--- config.mk ---
export PLATFORM = sky130hd
export DESIGN_NAME = cacheline_adaptor
export DESIGN_NICKNAME = d
export VERILOG_FILES = /design/src/rtl/cacheline_adaptor.sv
export SDC_FILE = /design/constraint.sdc
export NUM_CORES = 1
export LEC_CHECK = 0
export CORE_AREA = 2 2 275 277
export DETAILED_ROUTE_END_ITERATION = 10
export DIE_AREA = 0 0 277 279
export GPL_TIMING_DRIVEN = 1
export MAX_ROUTING_LAYER = met4
export SLEW_MARGIN = 20
export SYNTH_ARGS = -nofsm -noshare
export SYNTH_HDL_FRONTEND = slang
export SYNTH_SLANG_ARGS = --single-unit
--- constraint.sdc ---
create_clock -name clk -period 11.2 [get_ports clk]
set_clock_uncertainty 0.2 [all_clocks]
set_input_delay 1.68 -clock clk [delete_from_list [all_inputs] [get_ports clk]]
set_output_delay 1.68 -clock clk [all_outputs]
set_load 0.01 [all_outputs]
--- src/rtl/cacheline_adaptor.sv ---
// Cache-line <-> burst-memory adaptor.
// Splits one cache-line write into BEATS memory beats and assembles BEATS
// memory beats into one cache line for a refill. The cache side sees a
// single request held until a one-cycle resp_o completion pulse.
module cacheline_adaptor #(
    parameter int LINE_WIDTH  = 256,
    parameter int BURST_WIDTH = 64,
    parameter int ADDR_WIDTH  = 32
) (
    input  logic                   clk,
    input  logic                   rst,

    // Cache side
    input  logic [LINE_WIDTH-1:0]  line_i,
    output logic [LINE_WIDTH-1:0]  line_o,
    input  logic [ADDR_WIDTH-1:0]  address_i,
    input  logic                   read_i,
    input  logic                   write_i,
    output logic                   resp_o,

    // Memory side
    input  logic [BURST_WIDTH-1:0] burst_i,
    output logic [BURST_WIDTH-1:0] burst_o,
    output logic [ADDR_WIDTH-1:0]  address_o,
    output logic                   read_o,
    output logic                   write_o,
    input  logic                   resp_i
);

    localparam int BEATS = LINE_WIDTH / BURST_WIDTH;
    localparam int CNT_W = (BEATS > 1) ? $clog2(BEATS) : 1;
    localparam int OFF_W = $clog2(LINE_WIDTH / 8);

    localparam logic [CNT_W-1:0]      LAST_BEAT = CNT_W'(BEATS - 1);
    localparam logic [ADDR_WIDTH-1:0] OFF_MASK  = ADDR_WIDTH'((64'd1 << OFF_W) - 64'd1);

    typedef enum logic [1:0] {
        IDLE  = 2'd0,
        READ  = 2'd1,
        WRITE = 2'd2,
        DONE  = 2'd3
    } state_t;

    state_t                  state_q, state_d;
    logic [CNT_W-1:0]        cnt_q,   cnt_d;
    logic [LINE_WIDTH-1:0]   buf_q,   buf_d;
    logic [ADDR_WIDTH-1:0]   addr_q,  addr_d;

    // State, beat counter, line buffer and latched line address.
    // NOTE: non-blocking assignments here so every flop samples the values
    // computed in the previous cycle, independent of statement order.
    always_ff @(posedge clk or posedge rst) begin
        if (rst) begin
            state_q <= IDLE;
            cnt_q   <= '0;
            // NOTE: the line buffer is a wide register, not a RAM, and it must
            // read as zero right after reset, so it is reset like any flop.
            buf_q   <= '0;
            addr_q  <= '0;
        end else begin
            state_q <= state_d;
            cnt_q   <= cnt_d;
            buf_q   <= buf_d;
            addr_q  <= addr_d;
        end
    end

    // Next-state logic: request capture, beat counting, line assembly.
    // NOTE: every signal gets a default first so no path leaves one unassigned,
    // which would otherwise infer a latch.
    always_comb begin
        state_d = state_q;
        cnt_d   = cnt_q;
        buf_d   = buf_q;
        addr_d  = addr_q;

        unique case (state_q)
            IDLE: begin
                cnt_d = '0;
                if (write_i || read_i) begin
                    addr_d = address_i & ~OFF_MASK;
                end
                // A writeback wins over a refill when both are requested.
                if (write_i) begin
                    buf_d   = line_i;
                    state_d = WRITE;
                end else if (read_i) begin
                    state_d = READ;
                end
            end

            READ: begin
                if (resp_i) begin
                    buf_d[int'(cnt_q)*BURST_WIDTH +: BURST_WIDTH] = burst_i;
                    cnt_d = cnt_q + 1'b1;
                    if (cnt_q == LAST_BEAT) begin
                        state_d = DONE;
                    end
                end
            end

            WRITE: begin
                if (resp_i) begin
                    cnt_d = cnt_q + 1'b1;
                    if (cnt_q == LAST_BEAT) begin
                        state_d = DONE;
                    end
                end
            end

            DONE: begin
                state_d = IDLE;
            end

            default: begin
                state_d = IDLE;
            end
        endcase
    end

    // Outputs decoded purely from registered state, so reset clears them at once.
    always_comb begin
        line_o    = buf_q;
        burst_o   = '0;
        address_o = '0;
        read_o    = 1'b0;
        write_o   = 1'b0;
        resp_o    = 1'b0;

        unique case (state_q)
            IDLE: begin
            end
            READ: begin
                read_o    = 1'b1;
                address_o = addr_q;
            end
            WRITE: begin
                write_o   = 1'b1;
                address_o = addr_q;
                burst_o   = buf_q[int'(cnt_q)*BURST_WIDTH +: BURST_WIDTH];
            end
            DONE: begin
                resp_o    = 1'b1;
                address_o = addr_q;
            end
            default: begin
            end
        endcase
    end

endmodule
== Yosys cells after proc, flatten, opt, wreduce, memory -nomap -nowiden ==
Cells that the tools add are included.
Operators by class
  add/sub/neg operators: 2
  equality and inequality tests: 9
  shifts and indexed selects: 3
  muxes and demuxes: 16
  reductions and logical operators: 10
Operators with widths (number)
  256-bit 2-to-1 mux: 2
  256-bit case mux with 2 select lines: 1
  256-bit bitwise mux: 1
  64-bit by 33-bit variable shift with 256-bit output (first input constant): 1
  256-bit by 9-bit variable part select with 64-bit output: 1
  64-bit by 33-bit variable part select with 256-bit output: 1
  64-bit 2-to-1 mux: 1
  8-bit negation with 33-bit output: 1
  32-bit 2-to-1 mux: 1
  2-bit 2-to-1 mux: 5
  2-bit == test (second input constant): 3
  2-bit case mux with 3 select lines: 1
  3-bit AND reduction: 2
  2-bit by 1-bit != test with 1-bit output (second input constant): 2
  2-bit != test (second input constant): 2
  2-bit case mux with 2 select lines: 1
  2-bit AND reduction: 2
  2-bit nonzero test: 2
  1-bit 2-to-1 mux: 3
  3-bit != test (second input constant): 1
  3-bit OR reduction: 1
  2-bit by 1-bit adder with 2-bit output (second input constant): 1
  2-bit by 1-bit == test with 1-bit output (second input constant): 1
  2-bit zero test: 1
  2 further kinds: 2
Word-level totals
  bits in registers: 287
  bits of input ports: 357
  output and inout bits: 355
  logic and storage cells: 44

== Logic depth before layout (Yosys ltp) ==
Gate-level depths: netlist (run 1).
  depth after elaboration: 5
  mapped depth: 10
  mapped depth without buffers: 5

== Worst setup path after synthesis (run 1) ==
OpenSTA, ideal clock, no wires.
  path type: register to output
  start point: register cnt_q[1]
  end point: output burst_o[26]
  arrival: 1649 ps
  path slack: 7671 ps
  cell stages (with the launch flop): 5
  path buffers: 2
  cells stage by stage: dfrtp_1 -> buf_2 -> buf_2 -> mux4_2 -> and2_1
Between the ends
  cells in the longest elaborated chain, start to end: 2
RTL lines
  from (decl): line 45  | logic [CNT_W-1:0] cnt_q, cnt_d;
  from (signal assigned): line 62  | cnt_q <= cnt_d;
  256-bit by 9-bit variable part select with 64-bit output: line 140  | burst_o = buf_q[int'(cnt_q)*BURST_WIDTH +: BURST_WIDTH];
  64-bit 2-to-1 mux: line 130  | unique case (state_q)
  to (decl): line 23  | output logic [BURST_WIDTH-1:0] burst_o,
No other way between the ends.

== Worst setup path in the final report (run 1) ==
  start point: register cnt_q[0]
  end point: output burst_o[0]
Same word-level chain as after synthesis.

==> flow_summary.toml, run 1 <==
[worst_hold_path]
hold_class = "reg -> reg"

[clock_network]
clk_pin_slew_ns = 0.05
insertion_delay_ns = 0.56
post_cts_resize_count = 0
cts.sinks = 287
postCtsHoldBufs = 0
htreeDepth = 2
post_cts_buffers = 0
cts_buffers = 39
cts_buffer_depth = 3
cts-root-buf = "clkbuf_16"
cts_tree = "yes"

[die]
core_sq_um = 74100
rows = 100
dieArea_sq_um = 77300
floorplan.initialDensity = 0.229
pin_count = 712
dieHeight_microns = 279
die_w_microns = 277

[power_and_ir_drop]
p_leak_nw = 10.2
p_per_area_nw_per_um2 = 304
irDropWorstVdd_mv = 0.280
p_total_mw = 7.87

[critical_path]
cp-endpoint = "burst_o[0]"
timing.rr.start = "cnt_q[0]"
r2r_cells = 8
crit_start = "cnt_q[0]"
cp-start-kind = "flip-flop"
r2r_setup_slack_ns = 6.59
critPathMaxFanout = 45
cp.required_ns = 9.32
worstReg2RegEnd = "line_o[90]"
cp_data_arrival_time_ns = 3.56
endpoint_kind = "output port"
worst-setup-path-type = "reg -> out"

[global_routing]
grt_start_max_net_pins = 87
grt_busiest_layer = "met2"
grtUsageTotal = 0.198
grt_pass1_wl_mm = 112
met2_usage = 0.330
antenna_found_initial = 4
grt_overflow = 0
grt_pass1_vias = 16000
met3_usage = 0.0465
gr-usage-met1 = 0.237

[layout]
drive_above_1_share = 0.210
fin_nets = 2360
synthToLayoutAreaGrowth_pct = 52.7

[yosys]
synth_warnings = 0
seq_area_frac_synth = 0.424
syn-mean-instance-area_sq_um = 12.4
post_synth_num_cell_types = 31
syn_inst = 1371
netlist_area_sq_um = 17000
ys_seq_elements = 287

[route]
drtAntennaViolNets = 0
drt_iter0_drc = 1199
drc_errors = 0
viasPerCell = 5.13
wl_per_cell_microns = 26.0
dr.pass1.iters = 6
num_vias = 15400
routed_wl_mm = 77.7

[sta]
fin_ws_ns = 5.76
hold_viol = 0
tightest_slew_ns = 1.11
finalSetupViolations = 0
slew_viol_final = 0
fin_crit_ns = 5.44
period_share = 0.486
setup_tns_ns = 0
max_clock_freq_mhz = 184
slew_headroom = 0.260
rsz0062_at_grt = "false"

[placement]
port_buffers = 701
hpwlAfterDp_mm = 51.9
dp_slack_ns = 6.35
gp_congestion = 0.892

[flow_run]
cap_violations = 0

[run_status]
outcome = "finished clean"
critical path, cell delays in order, from the launching register on:
cell and delay (ns):
dfrtp_4 0.80, buf_4 0.86, mux4_2 0.61, and2_1 0.17, clkdlybuf4s50_1 0.55
worst min path at each step:
stage | to | slack (ns) | startpoint | depth (start not counted)
detailed placement | addr_q[15] | 0.29 | addr_q[15] | 1
CTS | addr_q[15] | 0.30 | addr_q[15] | 1
global route | addr_q[6] | 0.30 | addr_q[6] | 1
finish | addr_q[30] | 0.30 | addr_q[30] | 1
floorplan | addr_q[10] | 0.27 | addr_q[10] | 1
global placement | addr_q[21] | 0.28 | addr_q[21] | 1
registers in the layout (all words and copies together), names as in the netlist:
name and flops:
line_o 256, cnt_q 2, state_q 2, addr_q 27
layer usage:
metal	routed length [microns]	vias up
met1	31200	7999
met4	2110	0
met2	38300	781
li1	-	6449
met3	6110	126
met5	0	-
synthesized netlist by cell type (all sizes together):
cell | count | area (sq um)
clkbuf | 73 | 275
inv | 135 | 507
and2 | 65 | 407
a21bo | 1 | 10.0
conb | 1 | 3.75
a21oi | 5 | 70.1
nor2b | 28 | 175
o32ai | 128 | 1120
nor2 | 1 | 3.75
mux2i | 2 | 32.5
a211oi | 1 | 7.51
buf | 76 | 624
mux4 | 64 | 1440
nand2b | 67 | 419
mux2 | 283 | 3190
ha | 9 | 113
nand3 | 1 | 5.00
and3b | 1 | 8.76
a32o | 129 | 1290
nand2 | 9 | 33.8
a221oi | 1 | 8.76
o21ai | 4 | 23.8
dfrtp | 287 | 7180
through the flow:
stage          hold slack (ns)   util  area (sq um)  std cells
2_1_floorplan            0.271      -         17000       1375
3_3_place_gp             0.281  0.332         24600       2921
3_5_place_dp             0.285  0.332         24600       2921
4_1_cts                  0.297  0.349         25900       2989
5_1_grt                  0.304  0.350         25900       2994
6_report                 0.297  0.350         25900       2994
logic make-up after synthesis:
logic type | Yosys count | synth area share
muxes | 349 | 0.275
DFF | 287 | 0.424
buffers and inverters | 284 | 0.0830
AOI/OAI and AO/OA | 269 | 0.149
and+or+nand+nor | 172 | 0.0621
adders and majority gates | 9 | 0.00664
other | 1 | 0.000221
power breakdown:
group | leakage [nW] | internal, mW | switching, mW | total, mW
combinational | 6.13 | 2.43 | 2.10 | 4.53
clock | 0.634 | 0.767 | 0.504 | 1.27
sequential | 3.48 | 1.58 | 0.494 | 2.07
total | 10.2 | 4.77 | 3.10 | 7.87
cell type report:
type	instances	area (sq um)
fillers	7286	48200
multi-input cells	804	8440
repair buffers	727	7230
flip-flops and latches	287	7190
well taps	969	1210
clock buffers	58	1170
inverters	135	517
clock inverters	10	125
diodes	4	10.0
layout by cell type, fill, tap and decap left out, types with 2 or more instances in the layout:
master / count
o32ai_1: 128
a21oi_4: 4
conb_1: 5
dfrtp_4: 2
a32o_1: 129
and2_1: 64
clkinv_2: 3
ha_2: 2
mux4_2: 64
nand2_4: 2
mux2_1: 29
o21ai_0: 3
clkdlybuf4s50_1: 701
nand2b_4: 2
nand2_1: 7
dfrtp_1: 285
ha_1: 6
clkinv_4: 2
mux2_2: 254
bufinv_16: 2
buf_4: 24
nand2b_1: 65
diode_2: 4
nor2b_1: 27
clkbuf_1: 8
clkbuf_16: 40
inv_1: 133
clkbuf_8: 10
(Power assumes the default switching activity.)
==> run 2, diff against run 1 <==
clock period = 5.1 ns   (was 11.2 ns; I/O delays follow)
==> flow_summary.toml, run 2 (same netlist as run 1, synthesis figures left out) <==
[run_status]
outcome = "finished clean"

[die]
rows = 100
dieArea_sq_um = 77300
core_sq_um = 74100
die_w_microns = 277
dieHeight_microns = 279
pin_count = 712
floorplan.initialDensity = 0.229

[critical_path]
cp-start-kind = "flip-flop"
worstPathCellList = "buf_4 > mux4_2 > and2_1 > clkdlybuf4s50_1"
critPathSlowestCell = "dfrtp_4"
worst-setup-path-type = "reg -> out"
endpoint_kind = "output port"
cp_data_arrival_time_ns = 3.09
timing.rr.start = "cnt_q[0]"
slowest_delay_ns = 0.91
r2r_setup_slack_ns = 1.65
cp.required_ns = 4.14
critPathMaxFanout = 41
r2r_cells = 6
worstReg2RegEnd = "line_o[98]"

[clock_network]
cts-root-buf = "clkbuf_16"
post_cts_buffers = 0
cts_buffers = 37
post_cts_resize_count = 0
postCtsHoldBufs = 0
cts.sinks = 287
clk_pin_slew_ns = 0.06
insertion_delay_ns = 0.54
cts_tree = "yes"
cts_buffer_depth = 3
htreeDepth = 2

[flow_run]
cap_violations = 0

[sta]
hold_viol = 0
tightest_slew_ns = 1.07
finalSetupViolations = 0
max_clock_freq_mhz = 247
fin_crit_ns = 4.05
slew_viol_final = 0
setup_tns_ns = 0
fin_ws_ns = 1.05
period_share = 0.794
rsz0062_at_grt = "false"
holdWs_ns = 0.297
slew_headroom = 0.285

[layout]
synthToLayoutAreaGrowth_pct = 53.0
largest_reg_flops = 256
stdcell_count = 2996
layout_commonest_cell = "clkdlybuf4s50_1"
final_cell_mix = "clkdlybuf4s50_1, dfrtp_1, mux2_2"
fin_nets = 2364
drive_above_1_share = 0.208

[placement]
hpwlAfterDp_mm = 53.0
gp_congestion = 0.876
dp_cells = 2927
dp_slack_ns = 1.64
port_buffers = 701

[worst_hold_path]
min_to = "addr_q[13]"
hold_class = "reg -> reg"
min_path_cells = 1
hold_start = "addr_q[13]"

[route]
wl_per_cell_microns = 26.0
drtAntennaViolNets = 0
drc_errors = 0
viasPerCell = 5.09
drt_iter0_drc = 985
num_vias = 15300
routed_wl_mm = 77.8
dr.pass1.iters = 5

[global_routing]
grtUsageTotal = 0.199
antenna_found_initial = 12
grt_pass1_vias = 16200
grt_start_max_net_pins = 90
grt_pass1_wl_mm = 112
grt_overflow = 0

[power_and_ir_drop]
irDropWorstVdd_mv = 0.609
p_leak_nw = 10.2
p_per_area_nw_per_um2 = 661
-- run 2: cell types whose count changed in the layout (fill, tap and decap cells not counted), moves of 3 or more --
cell / previous run / this run
buf_4: 24 / 21
buf_12: 1 / 11
clkbuf_16: 40 / 37
clkbuf_8: 10 / 4
diode_2: 4 / 11
-- run 2: per-layer routing --
metal  wire length (microns)  part of all wire  GRT usage  vias to the layer above
met3                    6330             0.081     0.0477                      164
met4                    2990             0.038     0.0815                        0
met5                       0                 0          -                        -
li1                        -                 -          -                     6468
met2                   37800              0.49      0.327                      830
met1                   30700              0.39      0.233                     7790
-- run 2: per-stage QoR --
stage / instance area (sq um) / utilization / power (mW)
floorplan: 17000 / - / 9.62
global placement: 24700 / 0.334 / 14.3
detailed placement: 24700 / 0.334 / 14.5
CTS: 25900 / 0.349 / 17.3
global route: 25900 / 0.350 / 18.0
finish: 25900 / 0.350 / 17.1
-- run 2: area by class of cell --
class,count,area [sq um]
fill,7322,48100
tap,969,1210
sequential,287,7190
clock buffer,49,1010
inverter,135,513
clock inverter,8,146
multi-input combinational,804,8440
antenna,11,27.5
timing repair buffer,733,7390
-- run 2: worst max-delay path by stage --
stage,startpoint,end,slack (ns),cells after the start
2_1_floorplan,rst,addr_q[10],0.33,1
5_1_grt,cnt_q[0],burst_o[3],0.94,4
3_3_place_gp,cnt_q[0],burst_o[3],1.69,4
3_5_place_dp,cnt_q[0],burst_o[3],1.64,4
4_1_cts,cnt_q[0],burst_o[3],1.02,4
6_report,cnt_q[0],burst_o[3],1.05,4
-- run 2: power by group --
group | switching [mW] | internal, mW
logic | 4.55 | 5.40
clock network | 1.04 | 1.58
registers | 1.11 | 3.46
total | 6.70 | 10.4
-- run 2: worst max-delay path, delay by kind of cell, from the launching register on --
| family | cells | cell delay, ns |
|---|---|---|
| multiplexers | 1 | 0.36 |
| buffers and inverters | 2 | 1.07 |
| flip-flops | 1 | 0.91 |
| AND/OR/NAND/NOR | 1 | 0.17 |
